## src/rtl/rat_intc_pkg.sv

```systemverilog
// Shared definitions for the RAT MCU interrupt controller: FSM states, sizes,
// I/O port IDs and the fixed-priority encoder.
package rat_intc_pkg;

  localparam int INTC_MAX_SRC = 8;
  localparam int INTC_ID_W    = 3;

  // IN/OUT port IDs decoded by the MCU port logic to form MASK_WE, EOI and status reads
  localparam logic [7:0] PORT_INTC_MASK_WR = 8'h30;
  localparam logic [7:0] PORT_INTC_EOI_WR  = 8'h31;
  localparam logic [7:0] PORT_INTC_PEND_RD = 8'h30;
  localparam logic [7:0] PORT_INTC_MASK_RD = 8'h31;
  localparam logic [7:0] PORT_INTC_SRC_RD  = 8'h32;

  typedef enum logic [1:0] {
    ST_IDLE = 2'd0,
    ST_REQ  = 2'd1,
    ST_SVC  = 2'd2
  } intc_state_t;

  typedef struct packed {
    logic                 vld;
    logic [INTC_ID_W-1:0] id;
  } intc_prio_t;

  // Lowest set index wins; scanning downward lets the lowest hit overwrite higher ones.
  function automatic intc_prio_t prio_enc(input logic [INTC_MAX_SRC-1:0] req);
    intc_prio_t res;
    res = '0;
    for (int i = INTC_MAX_SRC - 1; i >= 0; i--) begin
      if (req[i]) begin
        res.vld = 1'b1;
        res.id  = i[INTC_ID_W-1:0];
      end
    end
    return res;
  endfunction

endpackage

```

## src/rtl/intc_edge_detect.sv

```systemverilog
// Per-bit rising-edge detector: one-cycle event when a synchronous line goes 0->1.
module intc_edge_detect #(
  parameter int WIDTH = 4
) (
  input  logic             CLK,
  input  logic             RESET_N,
  input  logic [WIDTH-1:0] irq,
  output logic [WIDTH-1:0] evt
);

  logic [WIDTH-1:0] irq_d;

  always_ff @(posedge CLK or negedge RESET_N) begin
    if (!RESET_N) irq_d <= '0;
    else          irq_d <= irq;
  end

  assign evt = irq & ~irq_d;

endmodule

```

## src/rtl/intr_controller.sv

```systemverilog
// Multi-source interrupt controller: edge-latched pending bits, software mask,
// fixed-priority grant on acknowledge, single outstanding service until EOI.
module intr_controller
  import rat_intc_pkg::*;
#(
  parameter int N_SRC = 4
) (
  input  logic                  CLK,
  input  logic                  RESET_N,
  input  logic [N_SRC-1:0]      IRQ_IN,
  input  logic                  MASK_WE,
  input  logic [7:0]            MASK_DATA,
  input  logic                  INTR_ACK,
  input  logic                  EOI,
  output logic                  INTR,
  output logic [INTC_ID_W-1:0]  SRC_ID,
  output logic [7:0]            PEND_OUT,
  output logic [7:0]            MASK_OUT
);

  // Bits at or above N_SRC are forced to zero so the registers can stay full width.
  localparam logic [INTC_MAX_SRC-1:0] SRC_MSK = INTC_MAX_SRC'((9'd1 << N_SRC) - 9'd1);

  intc_state_t             state;
  logic [N_SRC-1:0]        evt;
  logic [INTC_MAX_SRC-1:0] evt_ext;
  logic [INTC_MAX_SRC-1:0] pend;
  logic [INTC_MAX_SRC-1:0] mask;
  logic [INTC_MAX_SRC-1:0] cand;
  logic [INTC_MAX_SRC-1:0] clr;
  intc_prio_t              win;
  logic                    grant;

  intc_edge_detect #(.WIDTH(N_SRC)) u_edge (
    .CLK     (CLK),
    .RESET_N (RESET_N),
    .irq     (IRQ_IN),
    .evt     (evt)
  );

  always_comb begin
    evt_ext            = '0;
    evt_ext[N_SRC-1:0] = evt;
  end

  assign cand  = pend & mask;
  assign win   = prio_enc(cand);
  assign grant = (state == ST_REQ) && INTR_ACK && win.vld;
  assign clr   = grant ? (8'd1 << win.id) : '0;

  // A new edge on the bit being granted wins over the clear.
  always_ff @(posedge CLK or negedge RESET_N) begin
    if (!RESET_N) begin
      pend <= '0;
      mask <= '0;
    end else begin
      pend <= (pend & ~clr) | evt_ext;
      if (MASK_WE) mask <= MASK_DATA & SRC_MSK;
    end
  end

  always_ff @(posedge CLK or negedge RESET_N) begin
    if (!RESET_N) begin
      state  <= ST_IDLE;
      INTR   <= 1'b0;
      SRC_ID <= '0;
    end else begin
      case (state)
        ST_IDLE: begin
          if (win.vld) begin
            state <= ST_REQ;
            INTR  <= 1'b1;
          end
        end
        ST_REQ: begin
          if (grant) begin
            SRC_ID <= win.id;
            state  <= ST_SVC;
            INTR   <= 1'b0;
          end else if (!win.vld) begin
            state <= ST_IDLE;
            INTR  <= 1'b0;
          end
        end
        ST_SVC: begin
          if (EOI) state <= ST_IDLE;
        end
        default: begin
          state <= ST_IDLE;
          INTR  <= 1'b0;
        end
      endcase
    end
  end

  assign PEND_OUT = pend;
  assign MASK_OUT = mask;

endmodule

```

## config.mk

```make
export PLATFORM = sky130hd
export DESIGN_NAME = intr_controller
export DESIGN_NICKNAME = d
export VERILOG_FILES = /design/src/rtl/rat_intc_pkg.sv /design/src/rtl/intc_edge_detect.sv /design/src/rtl/intr_controller.sv
export SDC_FILE = /design/constraint.sdc
export NUM_CORES = 1
export LEC_CHECK = 0
export CAP_MARGIN = 30
export CORE_MARGIN = 5
export CORE_UTILIZATION = 30
export CTS_BUF_LIST = sky130_fd_sc_hd__clkbuf_4
export CTS_CLUSTER_SIZE = 14
export DETAILED_ROUTE_END_ITERATION = 7
export MAX_ROUTING_LAYER = met4
export PLACE_DENSITY = 0.61
export SLEW_MARGIN = 10
export SYNTH_ARGS = -nofsm -noshare
export SYNTH_HDL_FRONTEND = slang
export SYNTH_HIERARCHICAL = 1
export SYNTH_SLANG_ARGS = --single-unit
export TNS_END_PERCENT = 20
```

## constraint.sdc

```tcl
create_clock -name CLK -period 1.28 [get_ports CLK]
set_clock_uncertainty 0.1 [all_clocks]
set_input_delay 0.256 -clock CLK [delete_from_list [all_inputs] [get_ports CLK]]
set_output_delay 0.256 -clock CLK [all_outputs]
set_load 0.02 [all_outputs]
```

==> results of run 1 <==
## logic make-up after synthesis
family	count (synthesis)	share of synthesized area (%)
AO/OA/AOI/OAI	18	15.1
flip-flops	17	53.5
AND/OR/NAND/NOR	15	14.3
buffers and inverters	12	10.9
multiplexers	4	5.67
other	1	0.472
## state kept, by name, summed over array words and instances, names as in the netlist
name	cells
PEND_OUT	4
u_edge/irq_d	4
MASK_OUT	4
state	2
INTR	1
SRC_ID	2
## per-stage QoR
stage	power, mW	instances	setup TNS, ps	setup WS, ps
after floorplan	1.22	75	0	25.4
after global placement	1.68	135	-2340	-275
after CTS	1.96	139	-70.6	-46.0
after global routing	2.16	139	-139	-68.0
final	1.99	139	-1.32	-1.32
after detailed placement	1.70	135	-2510	-318
## routing by layer
| layer | GRT usage, % | up-vias |
|---|---|---|
| li1 | - | 297 |
| met1 | 14.5 | 302 |
| met2 | 16.3 | 30 |
| met3 | 2.73 | 2 |
| met4 | 5.15 | 0 |
| met5 | - | - |
## worst paths after layout
| check | startpoint | to | slack, ps | cells past startpoint |
|---|---|---|---|---|
| worst min register to register | SRC_ID[0] | SRC_ID[0] | 440 | 2 |
| max in group asynchronous | RESET_N | SRC_ID[1] | 700 | 2 |
| worst max register to register | MASK_OUT[2] | INTR | -1 | 4 |
| worst min-delay path | RESET_N | MASK_OUT[3] | 180 | 2 |
| worst max-delay path | MASK_OUT[2] | INTR | -1 | 4 |
| min in group CLK | IRQ_IN[0] | u_edge/irq_d[0] | 330 | 1 |
## power by group
| group | total, mW | switching (mW) | internal [mW] |
|---|---|---|---|
| clock network | 0.301 | 0.159 | 0.142 |
| logic | 0.953 | 0.472 | 0.480 |
| registers | 0.741 | 0.0716 | 0.669 |
| total | 1.99 | 0.703 | 1.29 |
## worst register-to-register path: stages (launching register included)
cell and delay, ps:
dfrtp_1 400, buf_4 150, a22o_4 270, o21bai_4 150, o311ai_1 90
## cells in the final DEF, fill, tap and decap left out, drive strengths merged
cell type,synthesis,final
nand2,3,3
a21oi,3,3
nor2b,4,4
nand3,2,2
clkbuf,0,4
nor2,1,1
buf,10,28
o21ai,5,5
and3b,1,1
mux2,4,4
nand4,1,1
o21bai,1,1
dfrtp,17,17
conb,1,9
a22o,2,2
clkdlybuf4s50,0,12
o311ai,1,1
a22oi,2,2
inv,2,2
a21o,4,4
and2,1,1
nand2b,2,2
## layout make-up
class,count,area [um^2]
well taps,30,37.5
repair buffers,40,309
fillers,250,1340
clock buffers,4,30.0
flip-flops and latches,17,425
inverters,2,7.51
multi-input cells,46,353
## what timing repair did
item	4_1_cts	5_1_grt
setup endpoints to repair	16	8
resized for setup	49	8
endpoints found under the hold margin	0	0
pin swaps	1	2
buffers inserted	0	0
==> metrics.cfg, run 1 <==
[cts]
clkTransAtPathRegs_ps = 90
cts_buffer_depth = 2
numCtsBuffers = 3
cts.sinks = 17
cts_hold_buffers = 0
clk_latency_ps = 280
root_buffer = clkbuf_4
cts_max_level = 1
cts_tree = built

[sta]
setup_slack_ps = -1.32
final-hold-violation-count = 0
hold_slack_ps = 185
drv_slew = 0
grt_setup_unrepaired = yes
timing.final.crit_share_pct = 100
period_needed_ps = 1280
fmax_ghz = 0.780
setup-violations-final = 1

[logic_synthesis]
synthCells = 67
synth_most_common_cell = dfrtp_1
yosysWarnings = 6
synth_area_leaders = dfrtp_1 54%, buf_4 8.5%, nor2b_4 6.9%
ys_ff_latch = 17
synth.avg_cell_area_um2 = 11.9
synth_top_area_cell = dfrtp_1
yosysUniqueCellTypes = 22
seq_area_frac_synth_pct = 53.5
async_flop_share_pct = 100
netlist_area_um2 = 795
synth-main-ff-cell = dfrtp_1
yosys-top-cells-count = 17 x dfrtp_1, 9 x buf_4, 5 x o21ai_0
synth_edf_count = 0
synth_top_area_share_pct = 53.5

[setup_path]
crit_buf_inv = 1
cp_top_family = compound AO/OA/AOI/OAI gates
worst_setup_path_start_kind = flop
cp_slowest_cell = dfrtp_1
slowest_delay_ps = 400
critPathRequiredTime_ps = 1350
endpoint_kind = flop
path_max_fanout = 5
path_cells = buf_4 -> a22o_4 -> o21bai_4 -> o311ai_1
critical_path_class = flop to flop
crit_arrival_ps = 1350

[drt]
remaining_drc_errors = 0
routed_wl_mm = 1.74
dr_wl_met2_um = 783
top_layer_used = met4
wire_per_inst_um = 12.5
drt_iter0_markers = 14
wl_met3_um = 176
via_per_inst = 4.54
wl_met1_um = 771
drtAntennaViolNets = 0
first_pass_iters = 4
vias = 631

[global_route]
grt_usage_pct = 11.2
antenna_found_initial = 0
grt_pass1_vias = 666
grt_remaining_overflow = 0
grt_max_degree = 18
grt_pass1_wl_mm = 2.96

[power_and_ir_drop]
powerDensity_nw_per_um2 = 1720
power.leakage_nw = 0.538
vdd_drop_max_mv = 0.882

[place]
dpl_cell_area_um2 = 1140
hpwl_mm = 1.30
portBuffers = 23
gp_congestion = 0.684

[floorplan]
die_area_um2 = 3780
rows = 18
core-area_um2 = 2500
io_pins = 37
initial_core_util_pct = 31.8
die_w_um = 61.5
die_y_um = 61.5

[finish]
fin_area_um2 = 1160
drive_gt1_share_pct = 43.1
nNetsFinal = 127
diodes = 0
areaGrowthSynthToFinish_pct = 46.3
final_core_utilization_pct = 46.5

[hold_path]
holdCritPathClass = input port to asynchronous set/reset pin

[flow_run]
drv_cap = 0

[run_status]
status = complete, but fails checks
violations = setup timing

(Power assumes the default switching activity.)
==> run 2, diff against run 1 <==
--- a/config.mk
+++ b/config.mk
@@ -5,14 +5,16 @@
 export SDC_FILE = /design/constraint.sdc
 export NUM_CORES = 1
 export LEC_CHECK = 0
+export ABC_CLOCK_PERIOD_IN_PS = 1280
 export CAP_MARGIN = 30
+export CORE_ASPECT_RATIO = 1.25
 export CORE_MARGIN = 5
 export CORE_UTILIZATION = 30
 export CTS_BUF_LIST = sky130_fd_sc_hd__clkbuf_4
 export CTS_CLUSTER_SIZE = 14
 export DETAILED_ROUTE_END_ITERATION = 7
 export MAX_ROUTING_LAYER = met4
-export PLACE_DENSITY = 0.61
+export PLACE_DENSITY = 0.7
 export SLEW_MARGIN = 10
 export SYNTH_ARGS = -nofsm -noshare
 export SYNTH_HDL_FRONTEND = slang
==> run 2 against run 1 <==
Net effect:
- the run still ends with setup timing left
- global-route usage fell by 0.99 points
- core utilization is 0.57 points higher
- sequential cell count did not move
- register-to-register slack about the same
- power is 0.47% lower
- first-iteration DRC count fell by 64%
- critical endpoint is now SRC_ID[0]
==> metrics.cfg, run 2 (synthesis gave the netlist of run 1 again) <==
[run_status]
status = complete, but fails checks
violations = setup timing

[sta]
hold_slack_ps = 173
grt_setup_unrepaired = yes
fmax_ghz = 0.781
drv_slew = 0
setup_slack_ps = -0.345
period_needed_ps = 1280
timing.final.crit_share_pct = 100
final-hold-violation-count = 0
setup-violations-final = 1

[floorplan]
core-area_um2 = 2480
initial_core_util_pct = 32.1
rows = 20
die_w_um = 56.0
die_y_um = 67.5
die_area_um2 = 3780
io_pins = 37

[global_route]
grt_remaining_overflow = 0
grt_max_degree = 18
grt_pass1_vias = 666
grt_usage_pct = 10.2
grt_pass1_wl_mm = 2.95
antenna_found_initial = 0

[drt]
via_per_inst = 4.42
drtAntennaViolNets = 0
vias = 627
wire_per_inst_um = 12.5
drt_iter0_markers = 5
first_pass_iters = 4
routed_wl_mm = 1.78
remaining_drc_errors = 0

[setup_path]
critical_path_class = flop to flop
ff2ff_path_depth = 4
r2r_start = MASK_OUT[2]
rrSetupSlack_ps = -0.3
critPathRequiredTime_ps = 1360
endpoint_kind = flop
worst_setup_path_start_kind = flop
reg2reg_to = SRC_ID[0]
crit_arrival_ps = 1360
path_max_fanout = 5

[finish]
finalNonFillerCells = 142
regArea_um2 = 425
final_cell_mix = 17 x dfrtp_1, 14 x buf_4, 12 x clkdlybuf4s50_1, 11 x buf_2, 9 x conb_1
areaGrowthSynthToFinish_pct = 46.8
drive_gt1_share_pct = 42.2
diodes = 0
final_common_cell = dfrtp_1
multiInputGateArea_um2 = 350
nNetsFinal = 127
fillCellCount = 234

[power_and_ir_drop]
power_mw = 1.99
intPower_mw = 1.26
p_clk_share_pct = 14.7
seq_power_share_pct = 37.7
vdd_drop_max_mv = 0.898
power.leakage_nw = 0.538
powerDensity_nw_per_um2 = 1700
p_comb_share_pct = 47.6
switching_share_pct = 36.5
p_sw_mw = 0.724

[cts]
cts_buffer_depth = 2
clk_latency_ps = 290
cts.sinks = 17
numCtsBuffers = 3
cts_hold_buffers = 0
root_buffer = clkbuf_4
clkTransAtPathRegs_ps = 110
cts_max_level = 1
cts_tree = built

[place]
hpwl_mm = 1.26
place_inst = 135
gp_congestion = 0.758
portBuffers = 23

[hold_path]
holdCritPathClass = input port to asynchronous set/reset pin

[flow_run]
drv_cap = 0

==> run 2: changes by cell type in the layout (fill, tap and decap cells not counted), sizes merged <==
cell	previous run	this run
clkbuf	4	3
clkinv	0	1
==> run 2: how the worst max path moves through the flow <==
stage | from | to | slack, ps | cells past startpoint
2_1_floorplan | PEND_OUT[0] | INTR | 30 | 3
3_3_place_gp | INTR_ACK | SRC_ID[0] | -240 | 5
3_5_place_dp | INTR_ACK | SRC_ID[0] | -260 | 5
4_1_cts | PEND_OUT[2] | INTR | -50 | 4
5_1_grt | MASK_OUT[2] | SRC_ID[0] | -50 | 4
6_report | MASK_OUT[2] | SRC_ID[0] | -0.3 | 4
==> run 2: power by group through the flow <==
stage / clock network [mW] / registers, mW / logic (mW)
floorplan: 0 / 0.898 / 0.325
CTS: 0.298 / 0.750 / 0.851
global placement: 0 / 0.754 / 0.873
global route: 0.328 / 0.765 / 1.04
detailed placement: 0 / 0.758 / 0.890
finish: 0.291 / 0.748 / 0.946
==> run 2: cell type report <==
cell class	instances	share of cell area, %
multi-input cells	46	30.0
repair buffers	40	26.9
clock inverters	1	0.429
flip-flops and latches	17	36.5
well taps	33	3.54
inverters	2	0.644
clock buffers	3	1.93
==> run 2: worst max-delay path, cell delays in order, from the launching register on <==
cell,delay (ps)
dfrtp_1,410
buf_6,130
a22o_4,280
o21ai_1,150
a22oi_1,100
==> run 2: routing by layer <==
metal | vias up | part of all wire, % | global-route usage (%)
met1 | 302 | 39 | 10.9
met5 | - | 0 | -
met3 | 2 | 8.5 | 4.78
met4 | 0 | 0.45 | 1.78
li1 | 300 | - | -
met2 | 23 | 52 | 17.5
==> run 2: timing repair <==
item                                    CTS  global route
endpoints found under the setup margin   14             7
resized for setup                        49             8
setup buffers                             1             2
pin swaps                                 2             8
endpoints found under the hold margin     0             0
==> run 2: stage by stage <==
| step | setup TNS [ps] | instance area, um^2 | utilization, % | setup slack, ps |
|---|---|---|---|---|
| 3_5_place_dp | -2050 | 1120 | 45.3 | -256 |
| 3_3_place_gp | -1930 | 1120 | 45.3 | -236 |
| 5_1_grt | -133 | 1170 | 47.1 | -47.8 |
| 2_1_floorplan | 0 | 825 | - | 25.4 |
| 6_report | -0.345 | 1170 | 47.1 | -0.345 |
| 4_1_cts | -47.0 | 1130 | 45.7 | -47.0 |
